File: src/rtl/deskew_svm_sequencer.sv
// -----------------------------------------------------------------------------
// deskew_svm_sequencer
//
// Purpose:
//   Batch sequencer for the deskew + SVM classification pipeline. A rising edge
//   on the command level starts a batch of num_images_i images. For each image
//   the deskew block is started and waited on, then the SVM core is started
//   and waited on. A one-cycle interrupt marks the end of the batch. Every busy
//   state is guarded by a timeout that parks the FSM in ERROR until it is
//   cleared. An abort returns the FSM to IDLE without an interrupt.
//
// Handshake (start/ready):
//   A start output is a Moore level that is held for the whole start state.
//   The block acknowledges by dropping its ready (idle) input, which moves the
//   FSM to the matching WAIT state and releases the start. The block reports
//   completion by raising ready again. The two start outputs are never high
//   together.
//
// Ports:
//   clk             single clock, rising edge
//   reset           synchronous, active-low reset
//   cmd_start_i     command level; a 0->1 edge requests a batch (IDLE only)
//   num_images_i    batch size, sampled when the request is accepted
//   abort_i         abandon the batch in progress (busy states)
//   err_clr_i       leave ERROR
//   deskew_start_o  start to the deskew block
//   deskew_ready_i  deskew idle/done (high = idle)
//   svm_start_o     start to the SVM core
//   svm_ready_i     SVM idle/done (high = idle)
//   busy_o          batch in progress
//   done_intr_o     one-cycle batch-complete pulse
//   error_o         timeout error flag
//   images_done_o   images fully classified in the current or last batch
//   dbg_state_o     current FSM state encoding, for observation only
// -----------------------------------------------------------------------------
module deskew_svm_sequencer #(
  parameter int CNT_W = 8,
  parameter int TO_W  = 16
) (
  input  logic             clk,
  input  logic             reset,
  input  logic             cmd_start_i,
  input  logic [CNT_W-1:0] num_images_i,
  input  logic             abort_i,
  input  logic             err_clr_i,
  output logic             deskew_start_o,
  input  logic             deskew_ready_i,
  output logic             svm_start_o,
  input  logic             svm_ready_i,
  output logic             busy_o,
  output logic             done_intr_o,
  output logic             error_o,
  output logic [CNT_W-1:0] images_done_o,
  output logic [2:0]       dbg_state_o
);

  typedef enum logic [2:0] {
    IDLE      = 3'd0,
    DSK_START = 3'd1,
    DSK_WAIT  = 3'd2,
    SVM_START = 3'd3,
    SVM_WAIT  = 3'd4,
    DONE      = 3'd5,
    ERROR     = 3'd6
  } state_t;

  // Counter value one step before the all-ones limit: the edge that would
  // carry the counter onto the limit is the edge that forces ERROR.
  localparam logic [TO_W-1:0] TO_LAST = {{(TO_W-1){1'b1}}, 1'b0};

  state_t           r_state;
  state_t           w_next;
  logic             r_cmd_q;
  logic [CNT_W-1:0] r_num;
  logic [CNT_W-1:0] r_done_cnt;
  logic [TO_W-1:0]  r_to;

  logic             w_req;
  logic             w_busy_st;
  logic             w_timeout;
  logic [CNT_W-1:0] w_done_inc;
  logic             w_img_done;

  assign w_req      = cmd_start_i & ~r_cmd_q;
  assign w_busy_st  = (r_state == DSK_START) || (r_state == DSK_WAIT) ||
                      (r_state == SVM_START) || (r_state == SVM_WAIT);
  assign w_timeout  = w_busy_st && (r_to == TO_LAST);
  assign w_done_inc = r_done_cnt + 1'b1;
  // An image counts as classified only on the normal SVM_WAIT exit; abort and
  // timeout win over it and leave the count untouched.
  assign w_img_done = (r_state == SVM_WAIT) && svm_ready_i && !abort_i && !w_timeout;

  // State register
  always_ff @(posedge clk) begin
    if (!reset) begin
      r_state <= IDLE;
    end else begin
      r_state <= w_next;
    end
  end

  // Next-state logic
  always_comb begin
    w_next = r_state;
    case (r_state)
      IDLE: begin
        if (w_req) begin
          w_next = (num_images_i == '0) ? DONE : DSK_START;
        end
      end
      DSK_START: begin
        if (abort_i)              w_next = IDLE;
        else if (w_timeout)       w_next = ERROR;
        else if (!deskew_ready_i) w_next = DSK_WAIT;
      end
      DSK_WAIT: begin
        if (abort_i)             w_next = IDLE;
        else if (w_timeout)      w_next = ERROR;
        else if (deskew_ready_i) w_next = SVM_START;
      end
      SVM_START: begin
        if (abort_i)           w_next = IDLE;
        else if (w_timeout)    w_next = ERROR;
        else if (!svm_ready_i) w_next = SVM_WAIT;
      end
      SVM_WAIT: begin
        if (abort_i)          w_next = IDLE;
        else if (w_timeout)   w_next = ERROR;
        else if (svm_ready_i) w_next = (w_done_inc == r_num) ? DONE : DSK_START;
      end
      DONE:    w_next = IDLE;
      ERROR: begin
        if (err_clr_i) w_next = IDLE;
      end
      default: w_next = IDLE;
    endcase
  end

  // Datapath: command edge register, batch size, image count, timeout
  always_ff @(posedge clk) begin
    if (!reset) begin
      r_cmd_q    <= 1'b0;
      r_num      <= '0;
      r_done_cnt <= '0;
      r_to       <= '0;
    end else begin
      r_cmd_q <= cmd_start_i;

      if ((r_state == IDLE) && w_req) begin
        r_num      <= num_images_i;
        r_done_cnt <= '0;
      end else if (w_img_done) begin
        r_done_cnt <= w_done_inc;
      end

      // Cleared on every state entry, so each busy state gets its own budget.
      if ((w_next != r_state) || !w_busy_st) begin
        r_to <= '0;
      end else begin
        r_to <= r_to + 1'b1;
      end
    end
  end

  // Output decode (Moore, from the state register only)
  always_comb begin
    deskew_start_o = 1'b0;
    svm_start_o    = 1'b0;
    busy_o         = 1'b0;
    done_intr_o    = 1'b0;
    error_o        = 1'b0;
    case (r_state)
      DSK_START: begin
        deskew_start_o = 1'b1;
        busy_o         = 1'b1;
      end
      DSK_WAIT:  busy_o = 1'b1;
      SVM_START: begin
        svm_start_o = 1'b1;
        busy_o      = 1'b1;
      end
      SVM_WAIT:  busy_o = 1'b1;
      DONE:      done_intr_o = 1'b1;
      ERROR:     error_o = 1'b1;
      default: ;
    endcase
  end

  assign images_done_o = r_done_cnt;
  assign dbg_state_o   = r_state;

endmodule

File: config.mk
export PLATFORM = sky130hd
export DESIGN_NAME = deskew_svm_sequencer
export DESIGN_NICKNAME = d
export VERILOG_FILES = /design/src/rtl/deskew_svm_sequencer.sv
export SDC_FILE = /design/constraint.sdc
export NUM_CORES = 1
export LEC_CHECK = 0
export ABC_AREA = 0
export ABC_CLOCK_PERIOD_IN_PS = 6500
export BUFFER_PORTS_ARGS = -buffer_cell sky130_fd_sc_hd__buf_2
export CAP_MARGIN = 20
export CORE_AREA = 2 2 64 66
export DETAILED_ROUTE_END_ITERATION = 12
export DIE_AREA = 0 0 66 68
export PLACE_DENSITY = 0.75
export SLEW_MARGIN = 0
export SYNTH_ARGS = -nofsm -noshare
export SYNTH_HDL_FRONTEND = slang
export SYNTH_SLANG_ARGS = --single-unit
export TNS_END_PERCENT = 10
File: constraint.sdc
create_clock -name clk -period 6.5 [get_ports clk]
set_input_delay 1.3 -clock clk [delete_from_list [all_inputs] [get_ports clk]]
set_output_delay 1.3 -clock clk [all_outputs]
set_load 0.005 [all_outputs]
After elaboration in Yosys (flattened, before gate mapping)
Index checks and enable logic that the tools add are counted.

storage, ports and cells
  register bits = 36
  bits of input ports = 15
  logic and storage cells = 58

operators by class
  add/sub/neg operators = 2
  equality and inequality tests = 9
  mux-type cells = 22
  bitwise logic cells = 3
  reductions and logical operators = 17

operators with widths
  operator               number
  $mux 3                 16
  $pmux 3 s6             1
  $add 16x1->16 const B  1
  $eq 16x16->1 const B   1
  $eq 3x3->1 const B     3
  $add 8x1->8 const B    1
  $eq 8x8->1             1
  $logic_not 8->1        1
  $eq 3x2->1 const B     2
  $logic_and 1x1->1      5
  $mux 1                 5
  $logic_or 1x1->1       4
  $reduce_or 2->1        2
  $reduce_or 4->1        1
  $eq 3x1->1 const B     1
  $logic_not 1->1        3
  $logic_not 3->1        1
  $ne 3x3->1             1
  $not 1->1              2
  $and 1x1->1            1

Logic depth before layout (Yosys ltp)
  depth after elaboration = 11
  gate-level depth with buffers = 9
  mapped depth without buffers = 8

Least setup slack after synthesis
Ideal clock, no wire load.

  path kind = input -> register
  from = input abort_i
  to = register r_to[10]
  data arrival time = 2920 ps
  path slack = 3516 ps
  cell stages on the path = 8
  path through = or4b_1 -> buf_2 -> nor3_2 -> nand4_1 -> a311oi_2 -> o2111ai_2 -> buf_6 -> nor2_1

between the ends
  longest elaborated chain between the ends = 5
  elaborated cells between the ends (all ways) = 8
  classes of those cells = 1 x eq/ne; 5 x mux; 2 x reduce/logical

RTL lines
  element                           line  text
  from (decl)                       44    input logic abort_i,
  $mux 3, on equally long branches  n/a
  $pmux 3 s6 (*)                    105   case (r_state)
  $ne 3x3->1 (*)                    157   if ((w_next != r_state) || !w_busy_st) begin
  $logic_or 1x1->1 (*)              157
  $reduce_or 2->1 (no line) (*)     n/a
  to (signal assigned)              160   r_to <= r_to + 1'b1;
  to (decl)                         76    logic [TO_W-1:0] r_to;

Every way passes the cells marked *; elsewhere a longest branch is shown, timed or not.
A chain may end at the register's enable or synchronous reset.

Final worst setup path
Same ends and word-level chain as after synthesis.

==> summary.txt <==
status = complete, no violations
Post-DP HPWL = 2810 µm
Synth Warn # = 0
prevailing post-synth register cell = dfxtp_1
Synth Net Count = 241
Worst setup SP type = input port
RSZ-0062 raised after global routing = no
count of final max-slew check failures = 0
Tcrit/Tclk final = 46.5%
Synth Instances = 223
CTS max path bufs = 2
cts repair resizes = 0
Fin. Hold Viols = 0
crit path from = abort_i
Critical Path Sink Type = flop
worst rel slew slack = 53.9%
number of CTS-inserted buffers = 5
critical path depth = 7
PwrDens = 209 mW/mm²
nets = 270
Max stage delay cell, worst path = or4b_1
worst r2r path cells = 6
setup TNS = 0 ns
Worst Hold Class = reg -> reg
Async SR Flop Fraction = 0%
die area = 0.00449 mm²
RR Startpoint = dbg_state_o[2]
Cell Area, Placed = 0.00212 mm²
number of synthesized flops with an enable pin = 0
DRC violation count after routing = 0
Seq/Total Area, Yosys = 37.0%
final setup vio count = 0
CTS Hold Bufs = 0
post-CTS setup buffer count = 0
Area growth syn-to-layout = 14.5%
initial DRC count = 84
Worst EP arrival = 3.24 ns
Hold EP = r_to[0]
root buf cell = clkbuf_8
most frequent cell after synthesis = nor2_1
synthesized area = 0.00195 mm²
minimum clock period = 3.02 ns
Yosys reg bits = 36
Leak = 0.840 nW
Crit path largest cell delay = 0.59 ns
Synth area leaders = dfxtp_1 37%, nor2_1 7.9%, xnor2_1 7.2%, xor2_1 7.2%, mux2i_1 4.6%
ant diodes = 0
storage element area = 721 µm²
global-route wire length before repair = 6380 µm
clock transition at the registers of the reported paths = 0.08 ns
IO Pins = 31
vias per cell = 5.39
fillers = 364
flop-to-flop setup slack = 4.01 ns
wire length per cell = 12.8 µm
Initial Utilization = 50.5%
Buf/Inv on CP = 1
WL final = 3870 µm
H-Tree Depth = 2
Die Y = 68 µm
CTS tree = done
Clock Latency Late Sink = 0.29 ns
maxcap violations = 0
DIE WIDTH = 66 µm
GRT overflow = 0
Rows = 23
Post-synth top cells = 41 x nor2_1, 36 x dfxtp_1, 16 x xnor2_1, 16 x xor2_1
DR pass1 iterations = 4
WP data required = 6.72 ns
clk sinks = 36
worst hold stages = 1
clock skew = 0.00347 ns
CP Cell Sequence = buf_2 -> or4b_1 -> nor3_2 -> nand4_1 -> a311oi_2 -> o2111ai_2 -> nor2_1
GRT Total Usage = 18.4%
Synth cell types = 44
vias in the first global route = 1422
Routability Congestion = 0.835
antenna violations before repair = 0
f_max = 331 MHz
IO buf count = 30
Placeable Area = 0.00386 mm²
crit-path leading delay family = simple AND/OR/NAND/NOR gates
share of layout cells above drive strength 1 = 19.0%
worst r2r dst = r_to[10]
area of the multi-input gates = 0.00116 mm²
Worst-Margin Slew = 0.692 ns
Setup CP Type = in -> reg
vias after detailed routing = 1634
cell area after layout = 0.00223 mm²
pin count of the biggest net entering global routing = 17
worst-path maximum fanout = 16
Syn Area/Cell = 8.72 µm²
hold wc startpoint = r_to[0]
antenna-violating nets left = 0
Peak VDD IR = 0.136 mV
largest area contributor in the netlist = dfxtp_1
post-synth top area share = 37.0%
-- worst reg2reg max path: stages (launching register included) --
cell       delay, ns
dfxtp_1         0.58
or4b_1          0.61
nor3_2          0.21
nand4_1         0.12
a311oi_2        0.26
o2111ai_2       0.43
nor2_1          0.22
-- stage by stage --
stage / total power, W / setup slack, ns / utilization, % / hold WS (ns) / instances
6_report: 0.000465 / 3.48 / 57.8 / 0.481 / 303
3_5_place_dp: 0.000273 / 3.16 / 54.9 / 0.468 / 295
4_1_cts: 0.000468 / 3.47 / 57.8 / 0.487 / 303
3_3_place_gp: 0.000272 / 3.21 / 54.9 / 0.456 / 295
2_1_floorplan: 0.000261 / 3.52 / - / 0.441 / 223
5_1_grt: 0.000485 / 3.30 / 57.8 / 0.520 / 303
-- cell families after synthesis --
logic type	share of synthesized area [%]
flops	37.0
buf+inv	3.15
fa+ha+maj	1.93
xor+xnor	14.4
mux	6.37
compound gates	7.97
simple gates	29.1
-- sequential cells by signal, summed over array words and instances, names as in the netlist --
name and count:
images_done_o 8, r_cmd_q 1, r_to 16, r_num 8
dbg_state_o 3
-- worst max-delay path by stage --
stage / to / slack (ns)
floorplan: r_to[10] / 3.52
CTS: r_to[10] / 3.47
global route: r_to[3] / 3.30
finish: r_to[10] / 3.48
detailed placement: r_to[12] / 3.16
global placement: r_to[7] / 3.21
-- report_power, final --
part | switching (W) | internal (W)
clock | 0.0000839 | 0.000113
sequential | 0.00000507 | 0.000225
combinational | 0.0000199 | 0.0000179
total | 0.000109 | 0.000356
-- cells in the final DEF, fill, tap and decap left out, types with 2 or more instances in the layout --
cell type	count
nor2b_1	9
a211oi_1	2
o21ai_0	5
nor3b_1	2
buf_2	30
nor3_1	3
nand3_1	9
nor4bb_1	2
and3_1	3
mux2i_1	9
and4_1	4
xor2_1	16
nand4_1	7
nand2b_1	3
nor2_1	41
clkbuf_8	5
a21oi_1	2
and2_1	6
nand2_1	9
dfxtp_1	36
ha_1	3
inv_1	5
mux2_2	3
nor4_1	3
xnor2_1	16
-- layout make-up --
class | count | area share (%)
flip-flops and latches | 36 | 32.4
multi-input cells | 174 | 52.2
well taps | 50 | 2.81
repair buffers | 30 | 6.74
clock inverters | 3 | 1.91
clock buffers | 5 | 3.09
inverters | 5 | 0.843
-- per-layer routing --
layer  vias up  GRT usage (%)  part of all wire, %
met2        31           29.3                   47
met1       762           23.7                   47
met5         -              0                    0
met4         0           7.40                  1.9
li1        833              -                    -
met3         8           5.10                  4.0
No activity file was read; power rests on OpenSTA's default activity.
